$ cat src/rtl/rom_loader.sv
// rom_loader: runtime program loader. Parses a framed byte stream
// (0xA5, CNT_L, CNT_H, 4*N little-endian data bytes, 8-bit checksum) and
// writes 32-bit words into the instruction ROM write port. The core is held
// in reset while a frame is being loaded or after a failed load.
module rom_loader #(
   parameter int ADDR_W    = 12,
   parameter int DEPTH     = 4096,
   parameter int TIMEOUT   = 65535,
   parameter int BOOT_HOLD = 1
) (
   input  logic              clk,
   input  logic              rst,
   input  logic              in_valid,
   input  logic [7:0]        in_data,
   output logic              in_ready,
   output logic              rom_we,
   output logic [ADDR_W-1:0] rom_waddr,
   output logic [31:0]       rom_wdata,
   output logic              core_rst_n,
   output logic              load_done,
   output logic              load_err,
   output logic [15:0]       words_loaded
);

   localparam int             TW        = (TIMEOUT < 2) ? 1 : $clog2(TIMEOUT + 1);
   localparam logic [TW-1:0]  TLAST     = TW'(TIMEOUT - 1);
   localparam logic [TW-1:0]  TONE      = TW'(1);
   localparam logic           CORE_IDLE = (BOOT_HOLD == 0) ? 1'b1 : 1'b0;
   localparam logic [16:0]    DEPTH_W   = 17'(DEPTH);

   typedef enum logic [2:0] {
      S_IDLE = 3'd0,
      S_LEN0 = 3'd1,
      S_LEN1 = 3'd2,
      S_DATA = 3'd3,
      S_CSUM = 3'd4,
      S_DONE = 3'd5,
      S_ERR  = 3'd6
   } state_t;

   // Running modulo-256 checksum step.
   function automatic logic [7:0] csum_add(input logic [7:0] s, input logic [7:0] b);
      return 8'(s + b);
   endfunction

   state_t              state_r, state_s;
   logic [7:0]          cnt_l_r, cnt_l_s;
   logic [15:0]         n_r, n_s;
   logic [1:0]          idx_r, idx_s;
   logic [23:0]         word_r, word_s;
   logic [7:0]          sum_r, sum_s;
   logic [15:0]         widx_r, widx_s;
   logic [TW-1:0]       timer_r, timer_s;
   logic                we_r, we_s;
   logic [ADDR_W-1:0]   waddr_r, waddr_s;
   logic [31:0]         wdata_r, wdata_s;
   logic                done_r, done_s;
   logic                err_r, err_s;
   logic [15:0]         words_r, words_s;
   logic                core_r, core_s;
   logic                acc_s;
   logic                in_frame_s;
   logic [15:0]         n_full_s;

   // The loader never back-pressures the byte source.
   assign in_ready = 1'b1;
   assign acc_s    = in_valid;
   assign n_full_s = {in_data, cnt_l_r};

   // Next-state, datapath and frame timeout decisions.
   always_comb begin
      state_s    = state_r;
      cnt_l_s    = cnt_l_r;
      n_s        = n_r;
      idx_s      = idx_r;
      word_s     = word_r;
      sum_s      = sum_r;
      widx_s     = widx_r;
      timer_s    = timer_r;
      we_s       = 1'b0;
      waddr_s    = waddr_r;
      wdata_s    = wdata_r;
      done_s     = done_r;
      err_s      = err_r;
      words_s    = words_r;
      in_frame_s = 1'b0;

      case (state_r)
         S_IDLE: begin
            if (acc_s && (in_data == 8'hA5)) begin
               state_s = S_LEN0;
            end else begin
               state_s = S_IDLE;
            end
         end
         S_LEN0: begin
            in_frame_s = 1'b1;
            if (acc_s) begin
               cnt_l_s = in_data;
               sum_s   = 8'd0;
               words_s = 16'd0;
               idx_s   = 2'd0;
               widx_s  = 16'd0;
               done_s  = 1'b0;
               err_s   = 1'b0;
               state_s = S_LEN1;
            end else begin
               state_s = S_LEN0;
            end
         end
         S_LEN1: begin
            in_frame_s = 1'b1;
            if (acc_s) begin
               n_s = n_full_s;
               if (n_full_s == 16'd0) begin
                  state_s = S_CSUM;
               end else if ({1'b0, n_full_s} > DEPTH_W) begin
                  state_s = S_ERR;
                  err_s   = 1'b1;
                  done_s  = 1'b0;
               end else begin
                  state_s = S_DATA;
               end
            end else begin
               state_s = S_LEN1;
            end
         end
         S_DATA: begin
            in_frame_s = 1'b1;
            if (acc_s) begin
               sum_s = csum_add(sum_r, in_data);
               idx_s = idx_r + 2'd1;
               case (idx_r)
                  2'd0: word_s[7:0]   = in_data;
                  2'd1: word_s[15:8]  = in_data;
                  2'd2: word_s[23:16] = in_data;
                  2'd3: begin
                     we_s    = 1'b1;
                     waddr_s = widx_r[ADDR_W-1:0];
                     wdata_s = {in_data, word_r};
                     widx_s  = widx_r + 16'd1;
                     words_s = (words_r == 16'hFFFF) ? words_r : (words_r + 16'd1);
                     if (widx_r == (n_r - 16'd1)) begin
                        state_s = S_CSUM;
                     end else begin
                        state_s = S_DATA;
                     end
                  end
                  default: word_s = word_r;
               endcase
            end else begin
               state_s = S_DATA;
            end
         end
         S_CSUM: begin
            in_frame_s = 1'b1;
            if (acc_s) begin
               if (in_data == sum_r) begin
                  state_s = S_DONE;
                  done_s  = 1'b1;
                  err_s   = 1'b0;
               end else begin
                  state_s = S_ERR;
                  done_s  = 1'b0;
                  err_s   = 1'b1;
               end
            end else begin
               state_s = S_CSUM;
            end
         end
         S_DONE, S_ERR: begin
            if (acc_s && (in_data == 8'hA5)) begin
               state_s = S_LEN0;
            end else begin
               state_s = state_r;
            end
         end
         default: begin
            state_s = S_IDLE;
         end
      endcase

      // Idle-gap watchdog inside a frame; an expiry overrides the parser.
      if (in_frame_s) begin
         if (acc_s) begin
            timer_s = '0;
         end else if (timer_r == TLAST) begin
            timer_s = '0;
            state_s = S_ERR;
            err_s   = 1'b1;
            done_s  = 1'b0;
         end else begin
            timer_s = timer_r + TONE;
         end
      end else begin
         timer_s = '0;
      end

      // Core reset follows the current state, so it lags a state change by one cycle.
      if (state_r == S_DONE) begin
         core_s = 1'b1;
      end else if (state_r == S_IDLE) begin
         core_s = CORE_IDLE;
      end else begin
         core_s = 1'b0;
      end
   end

   // Parser state register.
   always_ff @(posedge clk or negedge rst) begin
      if (!rst) begin
         state_r <= S_IDLE;
      end else begin
         state_r <= state_s;
      end
   end

   // Datapath, status and output registers.
   always_ff @(posedge clk or negedge rst) begin
      if (!rst) begin
         cnt_l_r <= 8'd0;
         n_r     <= 16'd0;
         idx_r   <= 2'd0;
         word_r  <= 24'd0;
         sum_r   <= 8'd0;
         widx_r  <= 16'd0;
         timer_r <= '0;
         we_r    <= 1'b0;
         waddr_r <= '0;
         wdata_r <= 32'd0;
         done_r  <= 1'b0;
         err_r   <= 1'b0;
         words_r <= 16'd0;
         core_r  <= CORE_IDLE;
      end else begin
         cnt_l_r <= cnt_l_s;
         n_r     <= n_s;
         idx_r   <= idx_s;
         word_r  <= word_s;
         sum_r   <= sum_s;
         widx_r  <= widx_s;
         timer_r <= timer_s;
         we_r    <= we_s;
         waddr_r <= waddr_s;
         wdata_r <= wdata_s;
         done_r  <= done_s;
         err_r   <= err_s;
         words_r <= words_s;
         core_r  <= core_s;
      end
   end

   assign rom_we       = we_r;
   assign rom_waddr    = waddr_r;
   assign rom_wdata    = wdata_r;
   assign core_rst_n   = core_r;
   assign load_done    = done_r;
   assign load_err     = err_r;
   assign words_loaded = words_r;

endmodule

$ cat config.mk
export PLATFORM = sky130hd
export DESIGN_NAME = rom_loader
export DESIGN_NICKNAME = d
export VERILOG_FILES = /design/src/rtl/rom_loader.sv
export SDC_FILE = /design/constraint.sdc
export NUM_CORES = 1
export LEC_CHECK = 0
export BUFFER_PORTS_ARGS = -buffer_cell sky130_fd_sc_hd__buf_2
export CAP_MARGIN = 15
export CORE_MARGIN = 2
export CORE_UTILIZATION = 59
export DETAILED_ROUTE_END_ITERATION = 8
export HOLD_SLACK_MARGIN = 0.1
export PLACE_DENSITY = 0.81
export RECOVER_POWER = 100
export SYNTH_ARGS = -nofsm -noshare
export SYNTH_HDL_FRONTEND = slang
export SYNTH_SLANG_ARGS = --single-unit
$ cat constraint.sdc
create_clock -name clk -period 2.4 [get_ports clk]
set_input_delay 0.36 -clock clk [delete_from_list [all_inputs] [get_ports clk]]
set_output_delay 0.36 -clock clk [all_outputs]
set_load 0.02 [all_outputs]
==> results.py <==
metrics = {
    "global_routing": {
        "grt.total_usage": 0.267,
        "grt_first_pass_wirelength_mm": 29.7,
        "grt_max_degree": 55,
        "antenna_found_initial": 0,
        "grt_pass1_vias": 5912,
        "overflow": 0,
    },
    "clock_tree": {
        "cts_tree": "yes",
        "cts.sinks": 157,
        "numCtsBuffers": 17,
        "path_clk_slew_ps": 60,
        "cts_root_buf": "clkbuf_16",
        "insertion_delay_ps": 430,
        "h-tree-depth": 4,
        "cts.path.max_buffers": 2,
    },
    "drt": {
        "drtPass1Iterations": 5,
        "via_per_inst": 5.70,
        "num_vias": 6024,
        "avgRoutedWirePerCell_um": 17.0,
        "ant_nets": 0,
        "drtIter0Drc": 398,
        "wirelength_mm": 17.9,
        "drc": 0,
    },
    "synth": {
        "synthFlopType": "dfrtp_1",
        "async_flop_share": 1.00,
        "synth_compound_area_frac": 0.0752,
        "synth_mux_area_frac": 0.0648,
        "yosys_warnings": 0,
        "synth.distinct_cells": 69,
        "syn_inst": 781,
        "syn_area_mm2": 0.00774,
        "synth-simple-area-share": 0.225,
        "synth_top_family_by_area": "simple AND/OR/NAND/NOR gates",
        "synth_seq_area_share": 0.508,
        "synth_area_per_cell_um2": 9.91,
        "synth_xor_area_frac": 0.0724,
        "synth_nets": 809,
        "synth_edf_count": 0,
        "ys_ff_latch": 157,
        "synth-adder-area-share": 0.0297,
    },
    "worst_hold_path": {
        "hold_path.class": "input port to flop",
        "whs_path_depth": 3,
    },
    "critical_path": {
        "required_ps": 2700,
        "crit_path_top_delay_cell": "or4bb_1",
        "r2r_slack_ps": 100,
        "endpoint_kind": "flop",
        "worstPathCellList": "inv_1, ha_4, and2b_2, or4bb_1, a32oi_2, o22ai_2, a2111oi_4, a21oi_1",
        "critPathBufInv": 1,
        "max_stage_delay_ps": 500,
        "path_class": "flop to flop",
        "reg2reg_depth": 8,
        "crit_arrival_ps": 2600,
        "worst-path-stages": 8,
        "path_delay_family": "compound AO/OA/AOI/OAI gates",
        "path_max_fanout": 4,
        "start_kind": "flop",
    },
    "sta": {
        "setup_tns_ps": 0,
        "finalHoldViolations": 0,
        "whs_ps": 282,
        "finClkSkew_ps": 7.51,
        "max_freq_ghz": 0.435,
        "period_minus_slack_ps": 2300,
        "setup_viol": 0,
        "timing.final.crit_share": 0.957,
        "worst_pin_slew_ps": 1370,
        "drv_slew": 0,
        "slew_headroom": 0.0860,
    },
    "place": {
        "dp_cells": 1017,
        "place_congestion": 0.879,
        "dp_hpwl_mm": 12.1,
        "port_buffers": 74,
    },
    "power": {
        "power_density_mw_per_mm2": 1060,
        "ir_worst_vdd_mv": 0.587,
        "power_uw": 9430,
        "p_leak_uw": 0.00421,
    },
    "run": {
        "maxCapViolCount": 0,
    },
    "finish": {
        "n_fill_cell": 1012,
        "drive_above_1_share": 0.114,
        "final_core_utilization": 0.701,
        "area_growth_pct": 15.1,
        "nets": 899,
        "diodes": 0,
        "final_cells": 1056,
        "multi_input_area_mm2": 0.00365,
        "regArea_mm2": 0.00393,
    },
    "floorplan": {
        "initial_core_util": 0.608,
        "core_mm2": 0.0127,
        "die_y_um": 119,
        "fp-row-count": 41,
        "io_pins": 76,
        "die_area_mm2": 0.0141,
        "die_x_um": 119,
    },
    "run_status": {
        "status": "complete, no violations",
    },
}
==> cell usage in the layout, fill, tap and decap left out, types with 4 or more instances in the layout <==
cell       Yosys  layout
xor2_1        32      32
nand4_1       16      16
and4_1        10      10
nor4_1         7       7
and3_1        14      14
buf_2          6       9
nand3_1       22      22
o21ai_0       16      22
clkbuf_2       0       4
nand2b_1       4       4
clkbuf_16      0      17
buf_4          2      16
nand2_1      184     184
mux2i_1        4       4
nor2b_1        6       6
nor2_1        56      55
o21ai_1       10       4
nand3b_1       7       7
o211ai_1       4       4
a21oi_1       16      16
ha_1          16      15
clkbuf_1      21      71
dfrtp_1      157     157
and2_1        10       7
mux2_2        20      20
inv_1         14      15
xnor2_1       32      32
nor3_1        12      12
mux2_1        21      21
==> final timing paths <==
check / from / to
max reg2reg: n_r[0] / state_r[1]
min: in_data[6] / rom_wdata[30]
min reg2reg: word_r[19] / rom_wdata[19]
max: n_r[0] / state_r[1]
min in group asynchronous: rst / rom_wdata[13]
max in group asynchronous: rst / widx_r[12]
==> repair_timing <==
action	CTS	global route
endpoints found under the hold margin	50	0
endpoints found under the setup margin	0	3
hold buffers	1	0
setup buffers	0	6
resized for setup	0	5
==> cells by family after synthesis <==
family	after synthesis
flip-flops	157
other	1
buffers and inverters	47
adder cells (fa/ha/maj)	18
AO/OA/AOI/OAI	81
multiplexers	45
XOR/XNOR	64
AND/OR/NAND/NOR	368
==> worst register-to-register path: stages, from the launching register on <==
cell and delay, ps:
dfrtp_1 410, inv_1 130, ha_4 180, and2b_2 160, or4bb_1 500, a32oi_2 200, o22ai_2 130, a2111oi_4 360
a21oi_1 110
==> cells in the mapped netlist, types with 4 or more instances <==
cell type | count | area share
nand2_1 | 184 | 0.089
dfrtp_1 | 157 | 0.51
nor2_1 | 56 | 0.027
xnor2_1 | 32 | 0.036
xor2_1 | 32 | 0.036
nand3_1 | 22 | 0.014
clkbuf_1 | 21 | 0.010
mux2_1 | 21 | 0.031
mux2_2 | 20 | 0.029
a21oi_1 | 16 | 0.010
ha_1 | 16 | 0.026
nand4_1 | 16 | 0.013
o21ai_0 | 16 | 0.010
and3_1 | 14 | 0.011
inv_1 | 14 | 0.0068
nor3_1 | 12 | 0.0078
and2_1 | 10 | 0.0081
and4_1 | 10 | 0.011
o21ai_1 | 10 | 0.0065
nand3b_1 | 7 | 0.0068
nor4_1 | 7 | 0.0057
buf_2 | 6 | 0.0039
nor2b_1 | 6 | 0.0048
mux2i_1 | 4 | 0.0052
nand2b_1 | 4 | 0.0032
o211ai_1 | 4 | 0.0039
==> power by group <==
part	switching (µW)	internal, µW
registers	567	3300
clock network	1110	1490
logic	1700	1260
==> final cells by class <==
cell class                      count  share of cell area
Clock buffer                       21              0.0517
Clock inverter                     11              0.0124
Inverter                           15             0.00632
Multi-Input combinational cell    577               0.409
Sequential cell                   157               0.441
Tap cell                          172              0.0241
Timing Repair Buffer              103              0.0557
==> metal layers <==
layer	GRT usage	vias up	wire length (µm)
met5	0	-	0
met4	0.103	0	392
li1	-	2846	-
met2	0.435	170	8750
met3	0.0497	30	951
met1	0.357	2978	7830
==> sequential cells by signal, indices dropped and copies added (netlist names) <==
| signal | cells |
|---|---|
| timer_r | 16 |
| core_rst_n | 1 |
| rom_waddr | 12 |
| state_r | 3 |
| idx_r | 2 |
| word_r | 24 |
| widx_r | 16 |
| load_done | 1 |
| rom_wdata | 32 |
| load_err | 1 |
| n_r | 16 |
| cnt_l_r | 8 |
| rom_we | 1 |
| words_loaded | 16 |
| sum_r | 8 |
==> metrics by stage <==
stage / setup slack, ps / instance area, µm²
global placement: 192 / 8390
CTS: 16.2 / 8970
global route: -11.3 / 8910
floorplan: 244 / 7740
finish: 102 / 8910
detailed placement: 77.2 / 8390
No activity file was read; power rests on OpenSTA's default activity.
